==> config.mk <==
export PLATFORM = sky130hd
export DESIGN_NAME = io_display_unit
export DESIGN_NICKNAME = d
export VERILOG_FILES = /design/src/rtl/io_display_unit.sv
export SDC_FILE = /design/constraint.sdc
export NUM_CORES = 1
export LEC_CHECK = 0
export CORE_UTILIZATION = 25
export CTS_CLUSTER_SIZE = 14
export DETAILED_ROUTE_END_ITERATION = 16
export PLACE_DENSITY_LB_ADDON = 0.2
export SETUP_SLACK_MARGIN = 0.5
export SYNTH_ARGS = -nofsm -noshare
export SYNTH_HDL_FRONTEND = slang
export SYNTH_SLANG_ARGS = --single-unit
==> constraint.sdc <==
create_clock -name clock -period 2.8 [get_ports clock]
set_input_delay 0.56 -clock clock [delete_from_list [all_inputs] [get_ports clock]]
set_output_delay 0.56 -clock clock [all_outputs]
set_load 0.02 [all_outputs]
==> src/rtl/io_display_unit.sv <==
// I/O port: IN handshake that stalls the PC, CHANNELS output registers, and a sequential
// double-dabble BCD converter driving DIGITS 7-seg displays. Define LEADING_ZERO_BLANK_EN to blank leading zeros.
module io_display_unit #(
  parameter int DATA_WIDTH   = 32,
  parameter int IN_WIDTH     = 18,
  parameter int DIGITS       = 8,
  parameter int CH_SEL_WIDTH = 2
) (
  input  logic                    clock,
  input  logic                    reset,
  input  logic                    in_request,
  input  logic                    input_ready,
  input  logic [IN_WIDTH-1:0]     switches,
  output logic                    stall,
  output logic [DATA_WIDTH-1:0]   data_output,
  input  logic                    out_write,
  input  logic [CH_SEL_WIDTH-1:0] out_channel,
  input  logic [DATA_WIDTH-1:0]   out_data,
  input  logic [CH_SEL_WIDTH-1:0] view_select,
  output logic [4*DIGITS-1:0]     digits,
  output logic [7*DIGITS-1:0]     segments,
  output logic                    busy,
  output logic                    overflow
);

  localparam int CHANNELS = 2**CH_SEL_WIDTH;
  localparam int BCD_W    = 4*DIGITS;
  localparam int CNT_W    = (DATA_WIDTH > 1) ? $clog2(DATA_WIDTH) : 1;

  typedef enum logic [1:0] {IN_IDLE, IN_WAIT, IN_DONE} in_state_t;
  typedef enum logic [1:0] {CV_IDLE, CV_LOAD, CV_SHIFT} cv_state_t;

  in_state_t in_state, in_next;
  logic      ready_q, ready_rise, in_capture;

  assign ready_rise = input_ready & ~ready_q;
  assign stall      = in_request & (in_state != IN_DONE);

  // NOTE: state registers use non-blocking assignments so every flop samples pre-edge values.
  always_ff @(posedge clock) begin
    if (!reset) begin
      in_state    <= IN_IDLE;
      ready_q     <= 1'b0;
      data_output <= '0;
    end else begin
      in_state <= in_next;
      ready_q  <= input_ready;
      if (in_capture) data_output <= DATA_WIDTH'(switches);
    end
  end

  // NOTE: every output of a combinational block is defaulted first so no path infers a latch.
  always_comb begin
    in_next    = in_state;
    in_capture = 1'b0;
    case (in_state)
      IN_IDLE: if (in_request) in_next = IN_WAIT;
      IN_WAIT: if (ready_rise) begin
        in_next    = IN_DONE;
        in_capture = 1'b1;
      end
      IN_DONE: in_next = IN_IDLE;
      default: in_next = IN_IDLE;
    endcase
  end

  logic [DATA_WIDTH-1:0]   channel [CHANNELS];
  logic [CH_SEL_WIDTH-1:0] view_q;
  logic                    write_en, dirty, dirty_set;

  assign write_en  = out_write & ~stall;
  assign dirty_set = (write_en && out_channel == view_select) || (view_select != view_q);

  // NOTE: the register file is reset explicitly because its contents are architecturally visible.
  always_ff @(posedge clock) begin
    if (!reset) begin
      for (int i = 0; i < CHANNELS; i++) channel[i] <= '0;
      view_q <= view_select;
    end else begin
      if (write_en) channel[out_channel] <= out_data;
      view_q <= view_select;
    end
  end

  cv_state_t             cv_state, cv_next;
  logic [DATA_WIDTH-1:0] snap;
  logic [BCD_W-1:0]      bcd, bcd_adj, bcd_shifted;
  logic [CNT_W-1:0]      cnt;
  logic                  ovf_tmp, ovf_final, last;
  logic [7*DIGITS-1:0]   seg_next;

  function automatic logic [6:0] seg7(input logic [3:0] d);
    case (d)
      4'd0: seg7 = 7'b1000000;
      4'd1: seg7 = 7'b1111001;
      4'd2: seg7 = 7'b0100100;
      4'd3: seg7 = 7'b0110000;
      4'd4: seg7 = 7'b0011001;
      4'd5: seg7 = 7'b0010010;
      4'd6: seg7 = 7'b0000010;
      4'd7: seg7 = 7'b1111000;
      4'd8: seg7 = 7'b0000000;
      4'd9: seg7 = 7'b0010000;
      default: seg7 = 7'h7F;
    endcase
  endfunction

  assign busy = (cv_state != CV_IDLE);
  assign last = (cnt == CNT_W'(DATA_WIDTH-1));

  always_comb begin
    bcd_adj = bcd;
    for (int i = 0; i < DIGITS; i++)
      if (bcd[4*i +: 4] >= 4'd5) bcd_adj[4*i +: 4] = bcd[4*i +: 4] + 4'd3;
    bcd_shifted = {bcd_adj[BCD_W-2:0], snap[DATA_WIDTH-1]};
    ovf_final   = ovf_tmp | bcd_adj[BCD_W-1];
  end

  // Segment image of the result about to be latched; only sampled on the last shift.
  always_comb begin
`ifdef LEADING_ZERO_BLANK_EN
    logic seen;
    seen = 1'b0;
`endif
    seg_next = '0;
    for (int i = DIGITS-1; i >= 0; i--) begin
      seg_next[7*i +: 7] = seg7(bcd_shifted[4*i +: 4]);
`ifdef LEADING_ZERO_BLANK_EN
      if (bcd_shifted[4*i +: 4] != 4'd0) seen = 1'b1;
      if (!seen && i != 0) seg_next[7*i +: 7] = 7'h7F;
`endif
      if (ovf_final) seg_next[7*i +: 7] = 7'b0111111;
    end
  end

  // A dirty flag raised mid-conversion chains straight into a new load so busy never drops.
  always_comb begin
    cv_next = cv_state;
    case (cv_state)
      CV_IDLE:  if (dirty) cv_next = CV_LOAD;
      CV_LOAD:  cv_next = CV_SHIFT;
      CV_SHIFT: if (last) cv_next = dirty ? CV_LOAD : CV_IDLE;
      default:  cv_next = CV_IDLE;
    endcase
  end

  always_ff @(posedge clock) begin
    if (!reset) begin
      cv_state <= CV_IDLE;
      dirty    <= 1'b1;
      snap     <= '0;
      bcd      <= '0;
      cnt      <= '0;
      ovf_tmp  <= 1'b0;
      digits   <= '0;
      segments <= '1;
      overflow <= 1'b0;
    end else begin
      cv_state <= cv_next;
      if (dirty_set) dirty <= 1'b1;
      else if (cv_state == CV_LOAD) dirty <= 1'b0;
      case (cv_state)
        CV_LOAD: begin
          snap    <= channel[view_select];
          bcd     <= '0;
          cnt     <= '0;
          ovf_tmp <= 1'b0;
        end
        CV_SHIFT: begin
          snap    <= snap << 1;
          bcd     <= bcd_shifted;
          cnt     <= cnt + 1'b1;
          ovf_tmp <= ovf_final;
          if (last) begin
            digits   <= ovf_final ? '0 : bcd_shifted;
            overflow <= ovf_final;
            segments <= seg_next;
          end
        end
        default: ;
      endcase
    end
  end

endmodule

==> results.py, run 1 <==
metrics = {
    "global_route": {
        "met2_usage_pct": 21.8,
        "grt_use_met1_pct": 18.9,
        "use_met3_pct": 2.45,
        "grt.overflow.total": 0,
        "grt_pass1_wl_microns": 61700,
        "grt_max_degree": 80,
        "antenna_found_initial": 0,
        "grt_busiest_layer": "met2",
        "first_global_vias": 10700,
        "grt_usage_pct": 13.6,
    },
    "synth": {
        "seq_area_frac_synth_pct": 52.8,
        "netlist_instances": 1384,
        "syn-mean-instance-area_sq_um": 10.3,
        "synth_ff_type": "dfxtp_1",
        "synth_most_common_cell": "dfxtp_1",
        "async_flop_share_pct": 0,
        "yosysWarnings": 0,
        "synth_edf_count": 128,
        "synth_area_leaders": "edfxtp_1 (27%), dfxtp_1 (26%), mux4_2 (5.0%)",
        "syn-cell-area_sq_um": 14300,
        "ys_types": 61,
        "synth_common_cells": "dfxtp_1 (185), nand2_1 (146), nor2_1 (136), edfxtp_1 (128), and2_1 (111)",
        "synth_top_area_share_pct": 26.9,
        "synth_area_leader_cell": "edfxtp_1",
        "synth_seq_cells": 313,
    },
    "sta": {
        "fin_tns_setup_ps": 0,
        "min_period_ps": 2270,
        "clock_skew_ps": 22.4,
        "finalMaxSlewViolations": 0,
        "whs_ps": 424,
        "setup_viol": 0,
        "fmax_mhz": 440,
        "final_hold_viol_count": 0,
        "max_slew_margin_pct": 55.1,
        "rsz0062_at_grt": "true",
        "tightest_slew_ps": 666,
        "finalCritPeriodShare_pct": 81.1,
    },
    "drt": {
        "wire_per_inst_microns": 16.8,
        "postRouteAntennaNets": 0,
        "viasPerCell": 4.60,
        "wl_microns": 39600,
        "first_pass_iters": 5,
        "initialDrtViolationCount": 647,
        "drc_errors": 0,
        "vias": 10800,
    },
    "clock_network": {
        "htreeDepth": 2,
        "cts.path.max_buffers": 3,
        "cts_tree": "done",
        "clk-insertion-delay-late_ps": 550,
        "holdBufCountCts": 0,
        "numCtsBuffers": 38,
        "path_clk_slew_ps": 60,
        "cts-root-buf": "clkbuf_16",
        "cts.sinks": 313,
    },
    "floorplanning": {
        "rows": 87,
        "die_h_microns": 241,
        "io_pins": 182,
        "die_area_sq_um": 58100,
        "start_util_pct": 25.3,
        "die_w_microns": 241,
        "coreArea_sq_um": 56400,
    },
    "critical_path": {
        "cp-end-kind": "flip-flop",
        "required_ps": 3240,
        "cp.arrival_ps": 2710,
        "path_max_fanout": 5,
        "r2r_slack_ps": 530,
        "cp-start-kind": "flip-flop",
        "crit_type": "reg -> reg",
    },
    "pwr": {
        "p_leak_nw": 6.95,
        "p_per_area_nw_per_um2": 629,
        "total_power_mw": 11.8,
        "ir_worst_vdd_mv": 0.355,
    },
    "placed_design": {
        "dp_hpwl_microns": 25500,
        "dpl_cell_area_sq_um": 17000,
        "io_buffer_count": 167,
        "routabilityCongestion": 0.782,
    },
    "finish": {
        "nets": 1666,
        "area_delta_synth_final_pct": 31.5,
        "drive_gt1_share_pct": 15.3,
        "antenna_cells": 0,
        "finalInstanceArea_sq_um": 18800,
    },
    "hold_path": {
        "worstHoldPathType": "reg -> reg",
    },
    "run_status": {
        "status": "complete, no violations",
    },
    "job": {
        "maxCapViolCount": 0,
    },
}
## sequential cells by signal, indices dropped and copies added (netlist names)
| name | cells |
|---|---|
| channel | 128 |
| segments | 56 |
| bcd | 32 |
| digits | 32 |
| snap | 32 |
| data_output | 18 |
| cnt | 5 |
| cv_state | 2 |
| in_state | 2 |
| view_q | 2 |
| dirty | 1 |
| overflow | 1 |
| ovf_tmp | 1 |
| ready_q | 1 |
## where the power goes
part           switching [mW]  internal (mW)  total (mW)  leakage (nW)
registers               0.161           5.07        5.23          2.82
logic                   0.931          0.580        1.51          3.51
clock network            1.96           3.12        5.07         0.622
total                    3.05           8.77        11.8          6.95
## layer usage
layer / part of all wire (%) / vias up
met1: 48 / 5220
li1: - / 5324
met5: 0 / -
met3: 4.5 / 60
met2: 46 / 220
met4: 1.7 / 0
## cell families (layout without fill, tap and decap cells)
logic type	count (synthesis)	in the layout	share of synthesized area, %
mux	50	50	6.37
simple gates	502	502	17.1
fa+ha+maj	32	32	2.80
flops	313	313	52.8
other cells	1	14	0.0263
compound gates	315	315	14.8
xor+xnor	22	22	1.66
buf+inv	149	351	4.42
## timing repair
item | 4_1_cts | 5_1_grt
setup endpoints to repair | 47 | 44
setup buffers | 12 | 15
gates resized for setup | 35 | 40
pin swaps | 6 | 11
endpoints found under the hold margin | 0 | 0
cloned | 1 | 0
## per-stage QoR
| step | utilization (%) | instances | setup slack [ps] |
|---|---|---|---|
| 6_report | 33.3 | 2355 | 528 |
| 4_1_cts | 32.9 | 2340 | 452 |
| 5_1_grt | 33.3 | 2355 | 425 |
| 3_3_place_gp | 30.2 | 2263 | 201 |
| 3_5_place_dp | 30.2 | 2263 | 200 |
| 2_1_floorplan | - | 1397 | 549 |
## worst paths after layout
| path | from | end | depth (start not counted) |
|---|---|---|---|
| worst max-delay path | bcd[13] | segments[27] | 10 |
| worst min-delay path | in_state[1] | in_state[0] | 1 |
| worst max register to register | bcd[13] | segments[27] | 10 |
| worst min register to register | in_state[1] | in_state[0] | 1 |
## placed cells by master, fill, tap and decap left out, types with 15 or more instances in the layout
master           instances
ha_1                    23
o21ai_0                 49
a311oi_1                31
a21oi_1                 78
clkbuf_16               39
buf_4                   60
a22oi_1                 30
nand3_1                 22
and3_1                  38
edfxtp_1               128
o21ai_1                 23
and2_1                 111
clkdlybuf4s50_1        163
mux4_2                  32
nand2_1                143
dfxtp_1                177
o21a_1                  15
inv_2                   15
nor2_1                 136
inv_1                   28
## layout make-up
class,count,area (sq um)
Fill cell,5757,37600
Tap cell,756,946
Clock inverter,12,206
Clock buffer,52,1060
Sequential cell,313,7560
Inverter,45,171
Timing Repair Buffer,242,2410
Multi-Input combinational cell,935,6420
## critical path, stage by stage (launching register included)
cell and delay, ps:
dfxtp_1 320, inv_1 90, ha_1 190, nand2b_1 160, a21oi_2 250, xnor2_2 190, inv_2 110, ha_1 220
o21ai_0 160, o21ai_0 130, a221o_1 330
Note: power is estimated with default switching activity, not from simulation.
==> run 2, diff against run 1 <==
clock period = 2.3 ns   (was 2.8 ns; I/O delays follow)
==> results.py, run 2 (synthesis results as in run 1) <==
metrics = {
    "run_status": {
        "status": "complete, no violations",
    },
    "sta": {
        "min_period_ps": 2110,
        "clock_skew_ps": 34.2,
        "fmax_mhz": 473,
        "finalMaxSlewViolations": 0,
        "whs_ps": 313,
        "max_slew_margin_pct": 53.9,
        "final_hold_viol_count": 0,
        "fin_tns_setup_ps": 0,
        "tightest_slew_ps": 684,
        "setup_viol": 0,
        "rsz0062_at_grt": "true",
        "finalCritPeriodShare_pct": 91.9,
    },
    "global_route": {
        "grt_pass1_wl_microns": 65600,
        "grt_usage_pct": 14.6,
        "grt_max_degree": 83,
        "antenna_found_initial": 0,
        "first_global_vias": 11200,
        "grt.overflow.total": 0,
    },
    "floorplanning": {
        "rows": 87,
        "die_h_microns": 241,
        "die_w_microns": 241,
        "io_pins": 182,
        "start_util_pct": 25.3,
        "coreArea_sq_um": 56400,
        "die_area_sq_um": 58100,
    },
    "clock_network": {
        "htreeDepth": 2,
        "cts-root-buf": "clkbuf_16",
        "path_clk_slew_ps": 60,
        "clk-insertion-delay-late_ps": 570,
        "numCtsBuffers": 40,
        "holdBufCountCts": 0,
        "cts.path.max_buffers": 3,
        "cts_tree": "done",
        "cts.sinks": 313,
    },
    "finish": {
        "largest_reg_flops": 128,
        "antenna_cells": 0,
        "drive_gt1_share_pct": 29.8,
        "final_util_pct": 37.4,
        "layout_common_cells": "dfxtp_1 (163), nor2_1 (133), nand2_1 (132)",
        "reg_top3": "channel (128), segments (56)",
        "regMostFlops": "channel",
        "area_delta_synth_final_pct": 47.7,
        "layout_commonest_cell": "dfxtp_1",
        "finalNonFillerCells": 2462,
        "nets": 1767,
    },
    "drt": {
        "vias": 11300,
        "drc_errors": 0,
        "first_pass_iters": 5,
        "viasPerCell": 4.60,
        "initialDrtViolationCount": 552,
        "wl_microns": 43300,
        "postRouteAntennaNets": 0,
        "wire_per_inst_microns": 17.6,
    },
    "placed_design": {
        "routabilityCongestion": 0.783,
        "dp_hpwl_microns": 26800,
        "placedCellCount": 2275,
        "io_buffer_count": 167,
    },
    "critical_path": {
        "crit_type": "reg -> reg",
        "crit_chain": "ha_4 > nand2b_4 > nor3b_4 > a2111o_4 > nor2_4 > buf_12 > o21ai_4 > o32a_1",
        "r2r_slack_ps": 190,
        "critPathMaxStageDelay_ps": 530,
        "cp.arrival_ps": 2540,
        "cp-start-kind": "flip-flop",
        "r2r_cells": 8,
        "cpMaxStageDelayCell": "a2111o_4",
        "path_max_fanout": 5,
        "r2r-start": "bcd[28]",
        "cp-end-kind": "flip-flop",
        "required_ps": 2730,
        "reg2reg_to": "segments[45]",
    },
    "pwr": {
        "total_power_mw": 14.8,
        "ir_worst_vdd_mv": 0.533,
        "p_leak_nw": 7.92,
        "p_per_area_nw_per_um2": 703,
    },
    "job": {
        "maxCapViolCount": 0,
    },
    "hold_path": {
        "worstHoldPathCells": 2,
        "worstHoldPathType": "in -> reg",
        "worstHoldStart": "reset",
        "hold_end": "segments[46]",
    },
}
## run 2: final cells by class
type,count,area [sq um]
Fill cell,5649,35300
Sequential cell,313,7590
Multi-Input combinational cell,935,7480
Timing Repair Buffer,341,3520
Clock buffer,50,1080
Tap cell,756,946
Clock inverter,22,262
Inverter,45,219
## run 2: critical path: cells and delay by family (launching register included)
kind	cells	cell delay, ps
AOI/OAI and AO/OA	3	870
and+or+nand+nor	3	450
DFF	1	390
adders and majority gates	1	170
buffers and inverters	1	130
## run 2: report_power, final
| part | leakage [nW] | total (mW) | internal (mW) | switching (mW) |
|---|---|---|---|---|
| registers | 2.83 | 6.38 | 6.17 | 0.204 |
| clock network | 0.648 | 6.36 | 3.81 | 2.55 |
| logic | 4.45 | 2.10 | 0.857 | 1.24 |
## run 2: stage by stage
step                      cell area [sq um]  setup slack, ps
final                                 21100              187
after detailed placement              17700             -176
after CTS                             20400              114
after global routing                  21100              122
after floorplan                       14900              356
after global placement                17700             -134
## run 2: timing repair
| item | CTS | global route |
|---|---|---|
| cloned | 9 | 3 |
| buffers inserted | 68 | 35 |
| setup endpoints to repair | 456 | 172 |
| resized for setup | 291 | 102 |
| hold endpoints to repair | 0 | 0 |
| pin swaps | 64 | 77 |
## run 2: how the worst max path moves through the flow
stage | startpoint | to | cells past startpoint
3_3_place_gp | in_request | channel[1][13] | 7
5_1_grt | bcd[29] | segments[43] | 10
4_1_cts | cv_state[0] | busy | 4
6_report | bcd[28] | segments[45] | 8
2_1_floorplan | cnt[1] | segments[45] | 8
3_5_place_dp | in_request | channel[1][24] | 7
## run 2: layer usage
layer / share of wire, % / up-vias / routed length [microns] / global-route usage, %
met4: 1.8 / 0 / 787 / 4.22
met1: 47 / 5523 / 20500 / 20.1
met3: 3.5 / 48 / 1520 / 2.08
met2: 47 / 198 / 20500 / 23.6
met5: 0 / - / 0 / 0
li1: - / 5546 / - / -
